===== config.mk =====
export PLATFORM = sky130hd
export DESIGN_NAME = ama_riscv_hazard_ctrl_flat
export DESIGN_NICKNAME = d
export VERILOG_FILES = /design/src/rtl/ama_riscv_hazard_ctrl_pkg.sv /design/src/rtl/ama_riscv_hazard_ctrl_if.sv /design/src/rtl/ama_riscv_hazard_stage_reg.sv /design/src/rtl/ama_riscv_hazard_ctrl.sv /design/src/flat_wrapper.sv
export SDC_FILE = /design/constraint.sdc
export NUM_CORES = 1
export LEC_CHECK = 0
export ABC_AREA = 1
export BUFFER_PORTS_ARGS = -buffer_cell sky130_fd_sc_hd__buf_4
export CAP_MARGIN = 10
export CORE_ASPECT_RATIO = 0.6
export CORE_MARGIN = 2
export CORE_UTILIZATION = 54
export DETAILED_ROUTE_END_ITERATION = 16
export PLACE_DENSITY = 0.87
export RECOVER_POWER = 50
export SYNTH_ARGS = -nofsm -noshare
export SYNTH_HDL_FRONTEND = slang
export SYNTH_SLANG_ARGS = --single-unit

===== constraint.sdc =====
create_clock -name clk -period 1.6 [get_ports clk]
set_input_delay 0.16 -clock clk [delete_from_list [all_inputs] [get_ports clk]]
set_output_delay 0.16 -clock clk [all_outputs]
set_load 0.03 [all_outputs]

===== src/rtl/ama_riscv_hazard_ctrl_pkg.sv =====
// Shared types for the hazard controller: FSM states, shadow stage entry, x0 index.
// Pure declarations, no timing or flow-control behaviour of its own.
package ama_riscv_hazard_ctrl_pkg;

   localparam int          REG_IDX_W  = 5;
   localparam logic [4:0]  RF_X0_ZERO = 5'd0;

   typedef enum logic [1:0] {
      HZ_RUN      = 2'd0,
      HZ_LU_STALL = 2'd1,
      HZ_MEM_WAIT = 2'd2
   } hz_state_e;

   typedef struct packed {
      logic                 v;
      logic [REG_IDX_W-1:0] rd;
      logic                 we;
      logic                 ld;
   } hz_entry_t;

   localparam hz_entry_t HZ_ENTRY_NOP = '0;

   // Invalid entries collapse to all-zero so downstream rd/we need no valid qualifier.
   function automatic hz_entry_t hz_sanitize(input hz_entry_t e);
      hz_entry_t r;
      r = e;
      if (!e.v) begin
         r = HZ_ENTRY_NOP;
      end else if (e.rd == RF_X0_ZERO) begin
         r.we = 1'b0;
      end
      return r;
   endfunction

endpackage


===== src/rtl/ama_riscv_hazard_ctrl_if.sv =====
// Bundle between core control/forwarding logic (master) and the hazard controller (slave).
// Wires only; the slave drives stall/flush combinationally and rd/we from flops.
interface ama_riscv_hazard_ctrl_if #(
   parameter int CNT_W = 16
);
   logic             inst_valid_id;
   logic [4:0]       rs1_id;
   logic [4:0]       rs2_id;
   logic             rs1_used_id;
   logic             rs2_used_id;
   logic [4:0]       rd_id;
   logic             reg_we_id;
   logic             load_inst_id;
   logic             mispredict_ex;
   logic             dmem_ready;

   logic [4:0]       rd_ex;
   logic             reg_we_ex;
   logic [4:0]       rd_mem;
   logic             reg_we_mem;
   logic             stall_if;
   logic             stall_id;
   logic             stall_ex;
   logic             bubble_ex;
   logic             flush_id;
   logic             dmem_timeout;
   logic [CNT_W-1:0] stall_cnt;

   modport master (
      output inst_valid_id, rs1_id, rs2_id, rs1_used_id, rs2_used_id,
             rd_id, reg_we_id, load_inst_id, mispredict_ex, dmem_ready,
      input  rd_ex, reg_we_ex, rd_mem, reg_we_mem, stall_if, stall_id,
             stall_ex, bubble_ex, flush_id, dmem_timeout, stall_cnt
   );

   modport slave (
      input  inst_valid_id, rs1_id, rs2_id, rs1_used_id, rs2_used_id,
             rd_id, reg_we_id, load_inst_id, mispredict_ex, dmem_ready,
      output rd_ex, reg_we_ex, rd_mem, reg_we_mem, stall_if, stall_id,
             stall_ex, bubble_ex, flush_id, dmem_timeout, stall_cnt
   );
endinterface


===== src/rtl/ama_riscv_hazard_stage_reg.sv =====
// One shadow pipeline stage {v, rd, we, ld}; one-cycle load, hold has priority over clear.
// Hold freezes contents; clear loads a NOP; otherwise the sanitised input is captured.
module ama_riscv_hazard_stage_reg
   import ama_riscv_hazard_ctrl_pkg::*;
(
   input  logic      clk,
   input  logic      rst_n,
   input  logic      hold,
   input  logic      clr,
   input  hz_entry_t d,
   output hz_entry_t q
);

   hz_entry_t ent_d;
   hz_entry_t ent_q;

   always_comb begin
      ent_d = ent_q;
      if (!hold) begin
         ent_d = clr ? HZ_ENTRY_NOP : hz_sanitize(d);
      end
   end

   always_ff @(posedge clk or negedge rst_n) begin
      if (!rst_n) begin
         ent_q <= HZ_ENTRY_NOP;
      end else begin
         ent_q <= ent_d;
      end
   end

   assign q = ent_q;

endmodule


===== src/rtl/ama_riscv_hazard_ctrl.sv =====
// Tracks EX/MEM destinations for forwarding and resolves load-use, DMEM wait and mispredict.
// rd/we outputs lag one flop; stall/bubble/flush are same-cycle; DMEM wait freezes until dmem_ready.
module ama_riscv_hazard_ctrl
   import ama_riscv_hazard_ctrl_pkg::*;
#(
   parameter int MEM_TIMEOUT = 255,
   parameter int CNT_W       = 16
) (
   input  logic                  clk,
   input  logic                  rst_n,
   ama_riscv_hazard_ctrl_if.slave hz
);

   localparam int WAIT_W = $clog2(MEM_TIMEOUT + 1);

   hz_state_e        state_d, state_q;
   logic [WAIT_W-1:0] wait_cnt_d, wait_cnt_q;
   logic [WAIT_W-1:0] wait_inc;
   logic             timeout_d, timeout_q;
   logic [CNT_W-1:0] stall_cnt_d, stall_cnt_q;

   hz_entry_t id_ent;
   hz_entry_t ex_q;
   hz_entry_t mem_q;
   logic      ex_hold, ex_clr, mem_hold;
   logic      load_use, mem_freeze;
   logic      stall_if_c, stall_id_c, stall_ex_c, bubble_ex_c, flush_id_c;

   assign id_ent = '{v: hz.inst_valid_id, rd: hz.rd_id, we: hz.reg_we_id, ld: hz.load_inst_id};

   // The EX entry is a bubble while in LU_STALL, so the state gate only makes that explicit.
   assign load_use = (state_q != HZ_LU_STALL) && ex_q.v && ex_q.ld && ex_q.we &&
                     hz.inst_valid_id &&
                     ((hz.rs1_used_id && (hz.rs1_id == ex_q.rd)) ||
                      (hz.rs2_used_id && (hz.rs2_id == ex_q.rd)));

   // Same term enters and leaves MEM_WAIT, so a ready load never costs a cycle.
   assign mem_freeze = mem_q.v && mem_q.ld && !hz.dmem_ready;

   assign wait_inc = wait_cnt_q + WAIT_W'(1);

   always_comb begin
      state_d     = state_q;
      wait_cnt_d  = wait_cnt_q;
      timeout_d   = timeout_q;
      stall_cnt_d = stall_cnt_q;
      stall_if_c  = 1'b0;
      stall_id_c  = 1'b0;
      stall_ex_c  = 1'b0;
      bubble_ex_c = 1'b0;
      flush_id_c  = 1'b0;
      ex_hold     = 1'b0;
      ex_clr      = 1'b0;
      mem_hold    = 1'b0;

      if (mem_freeze) begin
         stall_if_c = 1'b1;
         stall_id_c = 1'b1;
         stall_ex_c = 1'b1;
         ex_hold    = 1'b1;
         mem_hold   = 1'b1;
         state_d    = HZ_MEM_WAIT;
         if (wait_cnt_q != WAIT_W'(MEM_TIMEOUT)) begin
            wait_cnt_d = wait_inc;
         end
         if (wait_inc == WAIT_W'(MEM_TIMEOUT)) begin
            timeout_d = 1'b1;
         end
      end else begin
         wait_cnt_d = '0;
         state_d    = HZ_RUN;
         if (hz.mispredict_ex) begin
            flush_id_c  = 1'b1;
            bubble_ex_c = 1'b1;
            ex_clr      = 1'b1;
         end else if (load_use) begin
            stall_if_c  = 1'b1;
            stall_id_c  = 1'b1;
            bubble_ex_c = 1'b1;
            ex_clr      = 1'b1;
            state_d     = HZ_LU_STALL;
         end
      end

      if (stall_if_c && (stall_cnt_q != '1)) begin
         stall_cnt_d = stall_cnt_q + CNT_W'(1);
      end
   end

   always_ff @(posedge clk or negedge rst_n) begin
      if (!rst_n) begin
         state_q     <= HZ_RUN;
         wait_cnt_q  <= '0;
         timeout_q   <= 1'b0;
         stall_cnt_q <= '0;
      end else begin
         state_q     <= state_d;
         wait_cnt_q  <= wait_cnt_d;
         timeout_q   <= timeout_d;
         stall_cnt_q <= stall_cnt_d;
      end
   end

   ama_riscv_hazard_stage_reg u_ex_stage (
      .clk   (clk),
      .rst_n (rst_n),
      .hold  (ex_hold),
      .clr   (ex_clr),
      .d     (id_ent),
      .q     (ex_q)
   );

   ama_riscv_hazard_stage_reg u_mem_stage (
      .clk   (clk),
      .rst_n (rst_n),
      .hold  (mem_hold),
      .clr   (1'b0),
      .d     (ex_q),
      .q     (mem_q)
   );

   assign hz.rd_ex        = ex_q.rd;
   assign hz.reg_we_ex    = ex_q.we;
   assign hz.rd_mem       = mem_q.rd;
   assign hz.reg_we_mem   = mem_q.we;
   assign hz.stall_if     = stall_if_c;
   assign hz.stall_id     = stall_id_c;
   assign hz.stall_ex     = stall_ex_c;
   assign hz.bubble_ex    = bubble_ex_c;
   assign hz.flush_id     = flush_id_c;
   assign hz.dmem_timeout = timeout_q;
   assign hz.stall_cnt    = stall_cnt_q;

endmodule


===== src/flat_wrapper.sv =====
// flat-port wrapper written by rule: the top's interface ports become plain ports
module ama_riscv_hazard_ctrl_flat import ama_riscv_hazard_ctrl_pkg::*;
#(
   parameter int MEM_TIMEOUT = 255,
   parameter int CNT_W       = 16
)
  (clk, rst_n, hz_inst_valid_id, hz_rs1_id, hz_rs2_id, hz_rs1_used_id, hz_rs2_used_id, hz_rd_id, hz_reg_we_id, hz_load_inst_id, hz_mispredict_ex, hz_dmem_ready, hz_rd_ex, hz_reg_we_ex, hz_rd_mem, hz_reg_we_mem, hz_stall_if, hz_stall_id, hz_stall_ex, hz_bubble_ex, hz_flush_id, hz_dmem_timeout, hz_stall_cnt);
  ama_riscv_hazard_ctrl_if #(.CNT_W(CNT_W)) hz_i ();
  input  logic clk;
  input  logic rst_n;
  input wire logic [$bits(hz_i.inst_valid_id)-1:0] hz_inst_valid_id;
  input wire logic [$bits(hz_i.rs1_id)-1:0] hz_rs1_id;
  input wire logic [$bits(hz_i.rs2_id)-1:0] hz_rs2_id;
  input wire logic [$bits(hz_i.rs1_used_id)-1:0] hz_rs1_used_id;
  input wire logic [$bits(hz_i.rs2_used_id)-1:0] hz_rs2_used_id;
  input wire logic [$bits(hz_i.rd_id)-1:0] hz_rd_id;
  input wire logic [$bits(hz_i.reg_we_id)-1:0] hz_reg_we_id;
  input wire logic [$bits(hz_i.load_inst_id)-1:0] hz_load_inst_id;
  input wire logic [$bits(hz_i.mispredict_ex)-1:0] hz_mispredict_ex;
  input wire logic [$bits(hz_i.dmem_ready)-1:0] hz_dmem_ready;
  output wire logic [$bits(hz_i.rd_ex)-1:0] hz_rd_ex;
  output wire logic [$bits(hz_i.reg_we_ex)-1:0] hz_reg_we_ex;
  output wire logic [$bits(hz_i.rd_mem)-1:0] hz_rd_mem;
  output wire logic [$bits(hz_i.reg_we_mem)-1:0] hz_reg_we_mem;
  output wire logic [$bits(hz_i.stall_if)-1:0] hz_stall_if;
  output wire logic [$bits(hz_i.stall_id)-1:0] hz_stall_id;
  output wire logic [$bits(hz_i.stall_ex)-1:0] hz_stall_ex;
  output wire logic [$bits(hz_i.bubble_ex)-1:0] hz_bubble_ex;
  output wire logic [$bits(hz_i.flush_id)-1:0] hz_flush_id;
  output wire logic [$bits(hz_i.dmem_timeout)-1:0] hz_dmem_timeout;
  output wire logic [$bits(hz_i.stall_cnt)-1:0] hz_stall_cnt;
  assign hz_i.inst_valid_id = hz_inst_valid_id;
  assign hz_i.rs1_id = hz_rs1_id;
  assign hz_i.rs2_id = hz_rs2_id;
  assign hz_i.rs1_used_id = hz_rs1_used_id;
  assign hz_i.rs2_used_id = hz_rs2_used_id;
  assign hz_i.rd_id = hz_rd_id;
  assign hz_i.reg_we_id = hz_reg_we_id;
  assign hz_i.load_inst_id = hz_load_inst_id;
  assign hz_i.mispredict_ex = hz_mispredict_ex;
  assign hz_i.dmem_ready = hz_dmem_ready;
  assign hz_rd_ex = hz_i.rd_ex;
  assign hz_reg_we_ex = hz_i.reg_we_ex;
  assign hz_rd_mem = hz_i.rd_mem;
  assign hz_reg_we_mem = hz_i.reg_we_mem;
  assign hz_stall_if = hz_i.stall_if;
  assign hz_stall_id = hz_i.stall_id;
  assign hz_stall_ex = hz_i.stall_ex;
  assign hz_bubble_ex = hz_i.bubble_ex;
  assign hz_flush_id = hz_i.flush_id;
  assign hz_dmem_timeout = hz_i.dmem_timeout;
  assign hz_stall_cnt = hz_i.stall_cnt;
  ama_riscv_hazard_ctrl #(.MEM_TIMEOUT(MEM_TIMEOUT), .CNT_W(CNT_W)) u_core (.clk(clk), .rst_n(rst_n), .hz(hz_i));
endmodule

==> results.sh <==
export IMPL_rrSetupSlack_ps=-250
export IMPL_hold_start="hz_mispredict_ex"
export IMPL_yosys_area_top_type_share=0.433
export IMPL_grt_pass1_vias=2490
export IMPL_syn_instance_count=324
export IMPL_p_leak_nw=1.82
export IMPL_first_pass_iters=5
export IMPL_clockBufferDepth=2
export IMPL_fmax_ghz=0.535
export IMPL_dieArea_mm2=0.00518
export IMPL_synth_top_area_cell="dfrtp_1"
export IMPL_wl_um=8140
export IMPL_drt_vias_per_instance=5.70
export IMPL_clk_pin_slew_ps=80
export IMPL_worstSkewPairLatency_ps=300
export IMPL_outcome="finished, violations left"
export IMPL_synthDistinctLibCells=30
export IMPL_n_fill_cell=277
export IMPL_dp_hpwl_um=4550
export IMPL_tightest_slew_ps=1070
export IMPL_maxCapViolCount=0
export IMPL_timing_rr_end="u_core.u_ex_stage.q[1]"
export IMPL_vdd_drop_max_uv=540
export IMPL_finalInstanceArea_mm2=0.00342
export IMPL_drc=0
export IMPL_crit_start="u_core.u_ex_stage.q[6]"
export IMPL_setup_viol_count_final=27
export IMPL_track_usage=0.298
export IMPL_cp_start_kind="register"
export IMPL_period_share=1.17
export IMPL_synth_area_per_cell_um2=7.67
export IMPL_rsz0062_at_grt="true"
export IMPL_finClkSkew_ps=6.90
export IMPL_fp_dieH_um=56.6
export IMPL_holdPathStages=2
export IMPL_synth_edf_count=0
export IMPL_nNetsFinal=432
export IMPL_vias=2675
export IMPL_ff2ff_path_depth=10
export IMPL_area_growth_pct=37.6
export IMPL_period_needed_ps=1870
export IMPL_start_util=0.553
export IMPL_wl_per_cell_um=17.3
export IMPL_cts_sinks=43
export IMPL_synthesis_area_mm2=0.00249
export IMPL_path_class="register to output pin"
export IMPL_maxSlewViolCount=0
export IMPL_hold_viol=0
export IMPL_cp_end_kind="output pin"
export IMPL_ys_flop_type="dfrtp_1"
export IMPL_cp_max_fo=4
export IMPL_cts_root_buf="clkbuf_8"
export IMPL_critical_path_required_ps=1440
export IMPL_synth_nets=351
export IMPL_rows=19
export IMPL_core_area_mm2=0.00449
export IMPL_fin_ws_ps=-270
export IMPL_grt_max_degree=44
export IMPL_multi_input_area_mm2=0.00126
export IMPL_place_gp_congestion=0.892
export IMPL_synth_seq_cells=43
export IMPL_ant_nets=0
export IMPL_drtIter0Drc=379
export IMPL_hold_path_class="primary input to register"
export IMPL_antenna_found_initial=0
export IMPL_ys_seq_area_frac=0.433
export IMPL_grt_pass1_wl_um=11900
export IMPL_min_to="u_core.state_q[0]"
export IMPL_antenna_cells=0
export IMPL_synth_area_top_cells="dfrtp_1 (43%), nand2_1 (16%), nand3_1 (5.8%)"
export IMPL_num_io_pins=58
export IMPL_ff_latch_area_mm2=0.00108
export IMPL_total_power_mw=2.23
export IMPL_die_w_um=91.6
export IMPL_arrival_ps=1710
export IMPL_htree_levels=2
export IMPL_drive_above_1_share=0.337
export IMPL_p_per_area_mw_per_mm2=652
export IMPL_r2r_start="u_core.u_ex_stage.q[2]"
export IMPL_synth_most_common_cell="nand2_1"
export IMPL_synth_async_reset_ratio=1.00
export IMPL_violations="negative setup slack"
export IMPL_place_area_mm2=0.00303
export IMPL_cts_tree="yes"
export IMPL_grt_ovfl_total=0
export IMPL_fin_util=0.761
export IMPL_numCtsBuffers=5
export IMPL_netlist_top_cells_count="nand2_1 (103), dfrtp_1 (43), inv_1 (31), nand3_1 (29), nor2_1 (18)"
export IMPL_portBuffers=57
export IMPL_maxSlewHeadroom=0.289
export IMPL_yosys_warnings=0
==> how the worst max path moves through the flow <==
stage / endpoint / depth (start not counted)
6_report: hz_stall_if / 10
5_1_grt: hz_stall_if / 10
4_1_cts: hz_stall_if / 10
3_5_place_dp: u_core.hz.stall_cnt[15] / 9
3_3_place_gp: u_core.hz.stall_cnt[15] / 8
2_1_floorplan: u_core.hz.stall_cnt[15] / 9
==> critical path, stage by stage, from the launching register on <==
cell,delay (ps)
dfrtp_1,470
inv_2,70
nand2_1,60
nand2_1,50
nor2_1,150
nand3_2,90
nand2_2,100
nand3_2,70
nand2_2,110
buf_12,130
buf_8,120
==> sequential cells by signal (all words and copies together), names as in the netlist <==
signal	flops
u_core.hz.stall_cnt	16
u_core.hz.dmem_timeout	1
u_core.state_q	2
u_core.wait_cnt_q	8
u_core.u_mem_stage.q	8
u_core.u_ex_stage.q	8
==> placed cells by master (no fill, tap or decap), types with 2 or more instances in the layout <==
| master | count |
|---|---|
| buf_4 | 82 |
| clkbuf_8 | 7 |
| nor2_4 | 3 |
| clkinv_1 | 2 |
| dfrtp_2 | 2 |
| nand2_1 | 94 |
| nand3_2 | 5 |
| nand3_1 | 25 |
| nor2_2 | 4 |
| nand2_2 | 10 |
| nand4_1 | 10 |
| nor3_1 | 5 |
| xor2_1 | 8 |
| nor2_1 | 16 |
| buf_8 | 2 |
| o21ai_1 | 9 |
| inv_1 | 31 |
| inv_2 | 5 |
| dfrtp_1 | 41 |
| clkbuf_1 | 2 |
| o21ai_0 | 11 |
| buf_6 | 4 |
| nand4_4 | 2 |
| xnor2_1 | 8 |
==> report_power, final <==
part	switching [mW]	internal [mW]	total, mW
logic	0.190	0.137	0.327
clock network	0.369	0.394	0.763
registers	0.0294	1.11	1.14
==> per-stage QoR <==
stage	cells	setup WS [ps]	setup TNS [ps]	hold slack [ps]
4_1_cts	463	-164	-872	12.5
6_report	469	-270	-4970	27.4
2_1_floorplan	324	1.53	0	-136
3_5_place_dp	443	-60.3	-166	176
3_3_place_gp	443	-5.30	-5.30	179
5_1_grt	469	-319	-6380	21.0
==> per-layer routing <==
| layer | GRT usage | vias up | share of wire |
|---|---|---|---|
| li1 | - | 1179 | - |
| met1 | 0.398 | 1258 | 0.41 |
| met2 | 0.473 | 199 | 0.45 |
| met3 | 0.0658 | 39 | 0.10 |
| met4 | 0.126 | 0 | 0.039 |
| met5 | 0 | - | 0 |
==> final cells by class <==
type,count,area share
clock buffers,8,0.0293
inverters,38,0.0417
multi-input cells,224,0.368
flip-flops and latches,43,0.315
well taps,63,0.0230
repair buffers,93,0.223
==> kinds of logic (layout without fill, tap and decap cells) <==
kind of cell | Yosys count | after routing | synth area share
and+or+nand+nor | 181 | 181 | 0.336
adders and majority gates | 3 | 3 | 0.0151
buffers and inverters | 57 | 139 | 0.109
DFF | 43 | 43 | 0.433
AOI/OAI and AO/OA | 24 | 24 | 0.0508
xor gates and xnor gates | 16 | 16 | 0.0564
==> repair_timing <==
action,in CTS,in global routing
setup buffers,10,6
pin swaps,7,6
hold endpoints to repair,43,0
cloned,1,0
setup endpoints to repair,17,33
resized for setup,15,19
hold buffers,1,0
No activity file was read; power rests on OpenSTA's default activity.
